`src/rtl/wb_burst_pkg.sv`:
```
// Shared types for the Wishbone B3 burst master.
// Cycle-type tags, burst-type encodings, FSM states.
package wb_burst_pkg;

  typedef enum logic [2:0] {
    CTI_CLASSIC = 3'b000,
    CTI_INCR    = 3'b010,
    CTI_EOB     = 3'b111
  } cti_t;

  typedef enum logic [1:0] {
    BTE_LINEAR = 2'b00,
    BTE_WRAP4  = 2'b01,
    BTE_WRAP8  = 2'b10,
    BTE_WRAP16 = 2'b11
  } bte_t;

  typedef enum logic [1:0] {
    S_IDLE,
    S_WDATA,
    S_BUS,
    S_FIN
  } state_t;

  // Beats per wrap window; linear reports 1 (no window).
  function automatic logic [4:0] wrap_len(bte_t b);
    logic [4:0] n;
    case (b)
      BTE_WRAP4:  n = 5'd4;
      BTE_WRAP8:  n = 5'd8;
      BTE_WRAP16: n = 5'd16;
      default:    n = 5'd1;
    endcase
    return n;
  endfunction

endpackage

```
`src/rtl/wb_burst_master_addr_gen.sv`:
```
// Next beat address for linear and wrapping bursts.
// Word-aligned; wrap keeps the bits above the window.
module wb_addr_gen
  import wb_burst_pkg::*;
#(
  parameter int ADDR_WIDTH = 32,
  parameter int SEL_WIDTH  = 4
) (
  input  logic [ADDR_WIDTH-1:0] adr_i,
  input  logic [1:0]            bte_i,
  output logic [ADDR_WIDTH-1:0] nxt_o
);

  localparam int OFF = (SEL_WIDTH > 1) ? $clog2(SEL_WIDTH) : 0;
  localparam logic [ADDR_WIDTH-1:0] LMASK =
    ~ADDR_WIDTH'(SEL_WIDTH - 1);

  logic [ADDR_WIDTH-1:0] inc;
  logic [ADDR_WIDTH-1:0] wmask;

  always_comb begin
    inc = adr_i + ADDR_WIDTH'(SEL_WIDTH);
    if (bte_i == BTE_LINEAR) begin
      wmask = '1;
    end else begin
      wmask = ADDR_WIDTH'(wrap_len(bte_t'(bte_i)) - 5'd1) << OFF;
    end
    nxt_o = ((adr_i & ~wmask) | (inc & wmask)) & LMASK;
  end

endmodule

```
`src/rtl/wb_burst_master.sv`:
```
// Wishbone B3 burst master: one command per transaction,
// classic or incr/wrap bursts, error and timeout abort.
module wb_burst_master
  import wb_burst_pkg::*;
#(
  parameter int ADDR_WIDTH = 32,
  parameter int DATA_WIDTH = 32,
  parameter int SEL_WIDTH  = DATA_WIDTH / 8,
  parameter int MAX_BURST  = 16,
  parameter int LEN_WIDTH  = 5,
  parameter int TIMEOUT    = 256
) (
  input  logic                  wb_clk_i,
  input  logic                  wb_rst_n_i,
  input  logic                  cmd_valid_i,
  output logic                  cmd_ready_o,
  input  logic [ADDR_WIDTH-1:0] cmd_addr_i,
  input  logic [LEN_WIDTH-1:0]  cmd_len_i,
  input  logic                  cmd_we_i,
  input  logic [1:0]            cmd_bte_i,
  input  logic [SEL_WIDTH-1:0]  cmd_sel_i,
  input  logic                  wdat_valid_i,
  output logic                  wdat_ready_o,
  input  logic [DATA_WIDTH-1:0] wdat_i,
  output logic                  rdat_valid_o,
  output logic [DATA_WIDTH-1:0] rdat_o,
  output logic                  rdat_last_o,
  output logic                  done_o,
  output logic                  err_o,
  output logic [ADDR_WIDTH-1:0] m_wb_adr_o,
  output logic [SEL_WIDTH-1:0]  m_wb_sel_o,
  output logic                  m_wb_we_o,
  output logic [DATA_WIDTH-1:0] m_wb_dat_o,
  input  logic [DATA_WIDTH-1:0] m_wb_dat_i,
  output logic                  m_wb_cyc_o,
  output logic                  m_wb_stb_o,
  input  logic                  m_wb_ack_i,
  input  logic                  m_wb_err_i,
  output logic [2:0]            m_wb_cti_o,
  output logic [1:0]            m_wb_bte_o
);

  localparam int TW = (TIMEOUT > 1) ? $clog2(TIMEOUT + 1) : 1;
  localparam logic [ADDR_WIDTH-1:0] LMASK =
    ~ADDR_WIDTH'(SEL_WIDTH - 1);

  state_t                state_q;
  logic                  cmd_ready_q;
  logic [ADDR_WIDTH-1:0] adr_q;
  logic [ADDR_WIDTH-1:0] adr_d;
  logic [SEL_WIDTH-1:0]  sel_q;
  logic                  we_q;
  logic [DATA_WIDTH-1:0] dat_q;
  logic                  cyc_q;
  logic                  stb_q;
  cti_t                  cti_q;
  logic [1:0]            bte_q;
  logic [LEN_WIDTH-1:0]  len_q;
  logic [LEN_WIDTH-1:0]  beat_q;
  logic [LEN_WIDTH-1:0]  beat_inc;
  logic [TW-1:0]         timer_q;
  logic [DATA_WIDTH-1:0] rdat_q;
  logic                  rdat_valid_q;
  logic                  rdat_last_q;
  logic                  done_q;
  logic                  err_q;

  logic last;
  logic ack_ok;
  logic tmo;
  logic illegal;

  function automatic cti_t cti_for(
    logic [LEN_WIDTH-1:0] b,
    logic [LEN_WIDTH-1:0] l
  );
    cti_t c;
    if (l == LEN_WIDTH'(1)) c = CTI_CLASSIC;
    else if (b == l - LEN_WIDTH'(1)) c = CTI_EOB;
    else c = CTI_INCR;
    return c;
  endfunction

  wb_addr_gen #(
    .ADDR_WIDTH(ADDR_WIDTH),
    .SEL_WIDTH (SEL_WIDTH)
  ) u_addr_gen (
    .adr_i(adr_q),
    .bte_i(bte_q),
    .nxt_o(adr_d)
  );

  assign beat_inc = beat_q + LEN_WIDTH'(1);
  assign last     = (beat_q == len_q - LEN_WIDTH'(1));
  assign ack_ok   = m_wb_ack_i && !m_wb_err_i;
  assign tmo      = (TIMEOUT != 0) &&
                    (timer_q == TW'(TIMEOUT - 1));
  assign illegal  = (cmd_len_i == '0) ||
                    (cmd_len_i > LEN_WIDTH'(MAX_BURST));

  // Only combinational output: lets the next beat ride the ack.
  assign wdat_ready_o = (state_q == S_WDATA) ||
                        ((state_q == S_BUS) && we_q &&
                         ack_ok && !last);

  always_ff @(posedge wb_clk_i or negedge wb_rst_n_i) begin
    if (!wb_rst_n_i) begin
      state_q      <= S_IDLE;
      cmd_ready_q  <= 1'b0;
      adr_q        <= '0;
      sel_q        <= '0;
      we_q         <= 1'b0;
      dat_q        <= '0;
      cyc_q        <= 1'b0;
      stb_q        <= 1'b0;
      cti_q        <= CTI_CLASSIC;
      bte_q        <= '0;
      len_q        <= '0;
      beat_q       <= '0;
      timer_q      <= '0;
      rdat_q       <= '0;
      rdat_valid_q <= 1'b0;
      rdat_last_q  <= 1'b0;
      done_q       <= 1'b0;
      err_q        <= 1'b0;
    end else begin
      done_q       <= 1'b0;
      err_q        <= 1'b0;
      rdat_valid_q <= 1'b0;
      rdat_last_q  <= 1'b0;
      unique case (state_q)
        S_IDLE: begin
          cmd_ready_q <= 1'b1;
          if (cmd_valid_i && cmd_ready_q) begin
            cmd_ready_q <= 1'b0;
            adr_q       <= cmd_addr_i & LMASK;
            sel_q       <= cmd_sel_i;
            bte_q       <= cmd_bte_i;
            len_q       <= cmd_len_i;
            beat_q      <= '0;
            timer_q     <= '0;
            cti_q       <= cti_for('0, cmd_len_i);
            if (illegal) begin
              cti_q   <= CTI_CLASSIC;
              done_q  <= 1'b1;
              err_q   <= 1'b1;
              state_q <= S_FIN;
            end else if (cmd_we_i) begin
              we_q    <= 1'b1;
              cyc_q   <= 1'b1;
              state_q <= S_WDATA;
            end else begin
              we_q    <= 1'b0;
              cyc_q   <= 1'b1;
              stb_q   <= 1'b1;
              state_q <= S_BUS;
            end
          end
        end
        S_WDATA: begin
          if (wdat_valid_i) begin
            dat_q   <= wdat_i;
            stb_q   <= 1'b1;
            state_q <= S_BUS;
          end
        end
        S_BUS: begin
          if (m_wb_err_i || (!m_wb_ack_i && tmo)) begin
            cyc_q   <= 1'b0;
            stb_q   <= 1'b0;
            we_q    <= 1'b0;
            cti_q   <= CTI_EOB;
            done_q  <= 1'b1;
            err_q   <= 1'b1;
            state_q <= S_FIN;
          end else if (m_wb_ack_i) begin
            timer_q <= '0;
            if (!we_q) begin
              rdat_q       <= m_wb_dat_i;
              rdat_valid_q <= 1'b1;
              rdat_last_q  <= last;
            end
            if (last) begin
              cyc_q   <= 1'b0;
              stb_q   <= 1'b0;
              we_q    <= 1'b0;
              cti_q   <= CTI_CLASSIC;
              done_q  <= 1'b1;
              state_q <= S_FIN;
            end else begin
              beat_q <= beat_inc;
              adr_q  <= adr_d;
              cti_q  <= cti_for(beat_inc, len_q);
              if (we_q) begin
                if (wdat_valid_i) begin
                  dat_q <= wdat_i;
                end else begin
                  stb_q   <= 1'b0;
                  state_q <= S_WDATA;
                end
              end
            end
          end else begin
            timer_q <= timer_q + TW'(1);
          end
        end
        S_FIN: begin
          cmd_ready_q <= 1'b1;
          cti_q       <= CTI_CLASSIC;
          state_q     <= S_IDLE;
        end
        default: state_q <= S_IDLE;
      endcase
    end
  end

  assign cmd_ready_o  = cmd_ready_q;
  assign rdat_valid_o = rdat_valid_q;
  assign rdat_o       = rdat_q;
  assign rdat_last_o  = rdat_last_q;
  assign done_o       = done_q;
  assign err_o        = err_q;
  assign m_wb_adr_o   = adr_q;
  assign m_wb_sel_o   = sel_q;
  assign m_wb_we_o    = we_q;
  assign m_wb_dat_o   = dat_q;
  assign m_wb_cyc_o   = cyc_q;
  assign m_wb_stb_o   = stb_q;
  assign m_wb_cti_o   = cti_q;
  assign m_wb_bte_o   = bte_q;

endmodule

```
`config.mk`:
```
export PLATFORM = sky130hd
export DESIGN_NAME = wb_burst_master
export DESIGN_NICKNAME = d
export VERILOG_FILES = /design/src/rtl/wb_burst_pkg.sv /design/src/rtl/wb_burst_master_addr_gen.sv /design/src/rtl/wb_burst_master.sv
export SDC_FILE = /design/constraint.sdc
export NUM_CORES = 1
export LEC_CHECK = 0
export BUFFER_PORTS_ARGS = -buffer_cell sky130_fd_sc_hd__buf_2
export CAP_MARGIN = 20
export CORE_ASPECT_RATIO = 1.75
export CORE_MARGIN = 2
export CORE_UTILIZATION = 35
export DETAILED_ROUTE_END_ITERATION = 16
export SKIP_LAST_GASP = 1
export SLEW_MARGIN = 10
export SYNTH_ARGS = -nofsm -noshare
export SYNTH_HDL_FRONTEND = slang
export SYNTH_SLANG_ARGS = --single-unit
```
`constraint.sdc`:
```
create_clock -name wb_clk_i -period 7.5 [get_ports wb_clk_i]
set_clock_uncertainty 0.15 [all_clocks]
set_input_delay 0.375 -clock wb_clk_i [delete_from_list [all_inputs] [get_ports wb_clk_i]]
set_output_delay 0.375 -clock wb_clk_i [all_outputs]
set_load 0.01 [all_outputs]
```
==> results.json <==
{
  "antenna_left": 0,
  "cpPeakStageDelay_ns": 0.53,
  "drc": 0,
  "startpoint_type": "flop",
  "synth_edf_count": 0,
  "setup_slack_ns": 3.62,
  "initial_utilization_pct": 35.5,
  "ys_ff_latch": 131,
  "dp_hpwl_microns": 13800,
  "coreArea_sq_mm": 0.0184,
  "r2r_cells": 12,
  "cp_slowest_cell": "or3_1",
  "vdd_drop_max_mv": 0.173,
  "dpl_worst_slack_ns": 3.65,
  "max_freq_mhz": 258,
  "utilization_pct": 46.6,
  "cp.required_ns": 7.66,
  "die_h_microns": 185,
  "synth_flop_cell": "dfrtp_1",
  "pin_count": 228,
  "rrSetupSlack_ns": 3.62,
  "synth_area_sq_mm": 0.00654,
  "final_cell_mix": "222 x buf_2, 131 x dfrtp_1, 51 x mux2_2",
  "hold_viol": 0,
  "synth_top_cells_by_area": "dfrtp_1 50%, mux2_2 8.8%, mux2_1 4.7%, o21ai_0 2.8%, nand2_1 2.6%",
  "rows": 66,
  "synth_top_area_cell": "dfrtp_1",
  "vias": 5629,
  "setup-tns-final_ns": 0,
  "cp_num_buf_inv": 1,
  "post-route-cell-area_sq_mm": 0.00858,
  "cts_setup_buffers": 0,
  "htree_levels": 4,
  "drv_cap": 0,
  "synth_area_per_cell_sq_um": 10.9,
  "tightest_slew_ns": 0.904,
  "cts_resized": 0,
  "yosys_warnings": 0,
  "via_per_inst": 5.18,
  "grt_pass1_vias": 5661,
  "status": "finished, final reports clean",
  "grt_usage_pct": 18.8,
  "yosysUniqueCellTypes": 71,
  "synth_top_area_share_pct": 50.2,
  "rsz0062_at_grt": "false",
  "clk_pin_slew_ns": 0.06,
  "crit-reg2reg-launch": "timer_q[0]",
  "drt_first_pass_iters": 4,
  "nets": 959,
  "crit_top_cell": "and3_1",
  "cts_tree": "done",
  "maxSlewHeadroom_pct": 39.7,
  "cts.path.max_buffers": 2,
  "die_w_microns": 107,
  "drv_slew": 0,
  "syn_to_final_growth_pct": 31.3,
  "hold_buffers": 15,
  "crit_type": "reg2reg",
  "grt_overflow_total": 0,
  "post_drt_wl_per_cell_microns": 17.3,
  "grt_max_degree": 72,
  "hp-class": "in2reg",
  "p_leak_nw": 3.94,
  "antenna_found_initial": 0,
  "p_per_area_mw_per_mm2": 422,
  "critPathCaptureType": "flop",
  "hold_path_end": "m_wb_dat_o[23]",
  "dpl-instance-area_sq_mm": 0.00784,
  "portBuffers": 223,
  "cpLargestDelayFamily": "simple AND/OR/NAND/NOR gates",
  "final.min_clock_period_ns": 3.88,
  "min_path_cells": 2,
  "dieArea_sq_mm": 0.0198,
  "cts-root-buf": "clkbuf_16",
  "globalplace.congestion": 0.819,
  "yosysSeqAreaShare_pct": 50.2,
  "wl_microns": 18800,
  "clkLatencyLatePin_ns": 0.43,
  "cp.arrival_ns": 4.04,
  "path_depth": 12,
  "setup_viol": 0,
  "grt_pass1_wl_microns": 28600,
  "cp_cell_sequence": "ha_1 -> and3_1 -> and3_1 -> and3_1 -> ha_1 -> nor2b_1 -> or3_1 -> a21oi_1 -> buf_4 -> nand3_1 -> or3_1 -> a32o_1",
  "layout-drive-gt1-share_pct": 38.7,
  "clock-sinks": 131,
  "fin_crit_sh_pct": 51.7,
  "async_reset_ff_share_pct": 100,
  "final_common_cell": "buf_2",
  "dr.first_iter.drc_count": 301,
  "path_max_fanout": 14,
  "cts_buffers": 17,
  "hold_path_startpoint": "wdat_i[23]",
  "syn_inst": 598
}
routing by layer:
layer	track usage, %	share of wire (%)
met1	19.7	37
met2	34.4	55
met3	4.03	4.4
met4	10.0	3.5
met5	0	0
how the worst max path moves through the flow:
stage / from / endpoint / slack (ns)
after floorplan: timer_q[0] / flop / 4.27
after global placement: timer_q[0] / flop / 3.66
after detailed placement: timer_q[0] / flop / 3.65
after CTS: timer_q[0] / flop / 3.63
after global routing: timer_q[0] / flop / 3.41
final: timer_q[0] / flop / 3.62
cells in the mapped netlist (all sizes together), types with 9 or more instances:
master and n:
a21oi 13, and3 9, buf 18, clkbuf 14, dfrtp 131, ha 12
inv 18, mux2 78, nand2 45, nand3 18, nor2 36, nor3 22
nor4 10, o21ai 39, o311ai 9
report_power, final:
| part | total (mW) | internal [mW] | switching, mW |
|---|---|---|---|
| Clock | 0.816 | 0.465 | 0.351 |
| Combinational | 1.54 | 0.686 | 0.852 |
| Sequential | 1.27 | 1.02 | 0.243 |
| Total | 3.62 | 2.17 | 1.45 |
final cells by class:
class                           count  area (sq um)
Multi-Input combinational cell    418          3020
Inverter                           18          67.6
Timing Repair Buffer              247          1350
Clock inverter                     14           141
Clock buffer                       18           429
Tap cell                          238           298
Fill cell                        1765          9830
Antenna cell                        2          5.00
Sequential cell                   131          3280
worst register-to-register path, stage by stage (launching register included):
cell     delay, ns
dfrtp_1       0.43
ha_1          0.26
and3_1        0.22
and3_1        0.21
and3_1        0.20
ha_1          0.19
nor2b_1       0.17
or3_1         0.33
a21oi_1       0.13
buf_4         0.20
nand3_1       0.46
or3_1         0.53
a32o_1        0.27
kinds of logic (layout without fill, tap and decap cells):
kind of cell               after synthesis  after routing  synth area share (%)
xor gates and xnor gates                12             12                  1.72
DFF                                    131            131                  50.2
AOI/OAI and AO/OA                      121            121                  13.1
adders and majority gates               12             12                  2.30
buffers and inverters                   50            297                  3.77
and+or+nand+nor                        188            188                  14.7
muxes                                   83             83                  14.2
other                                    1              4                0.0574
through the flow:
step,hold slack (ns),instances,total power [mW]
global placement,0.261,1035,2.80
CTS,0.000467,1082,3.67
global route,0.00450,1084,3.88
finish,0.0146,1086,3.62
detailed placement,0.258,1035,2.83
floorplan,-0.0706,599,2.23
(Power assumes the default switching activity.)
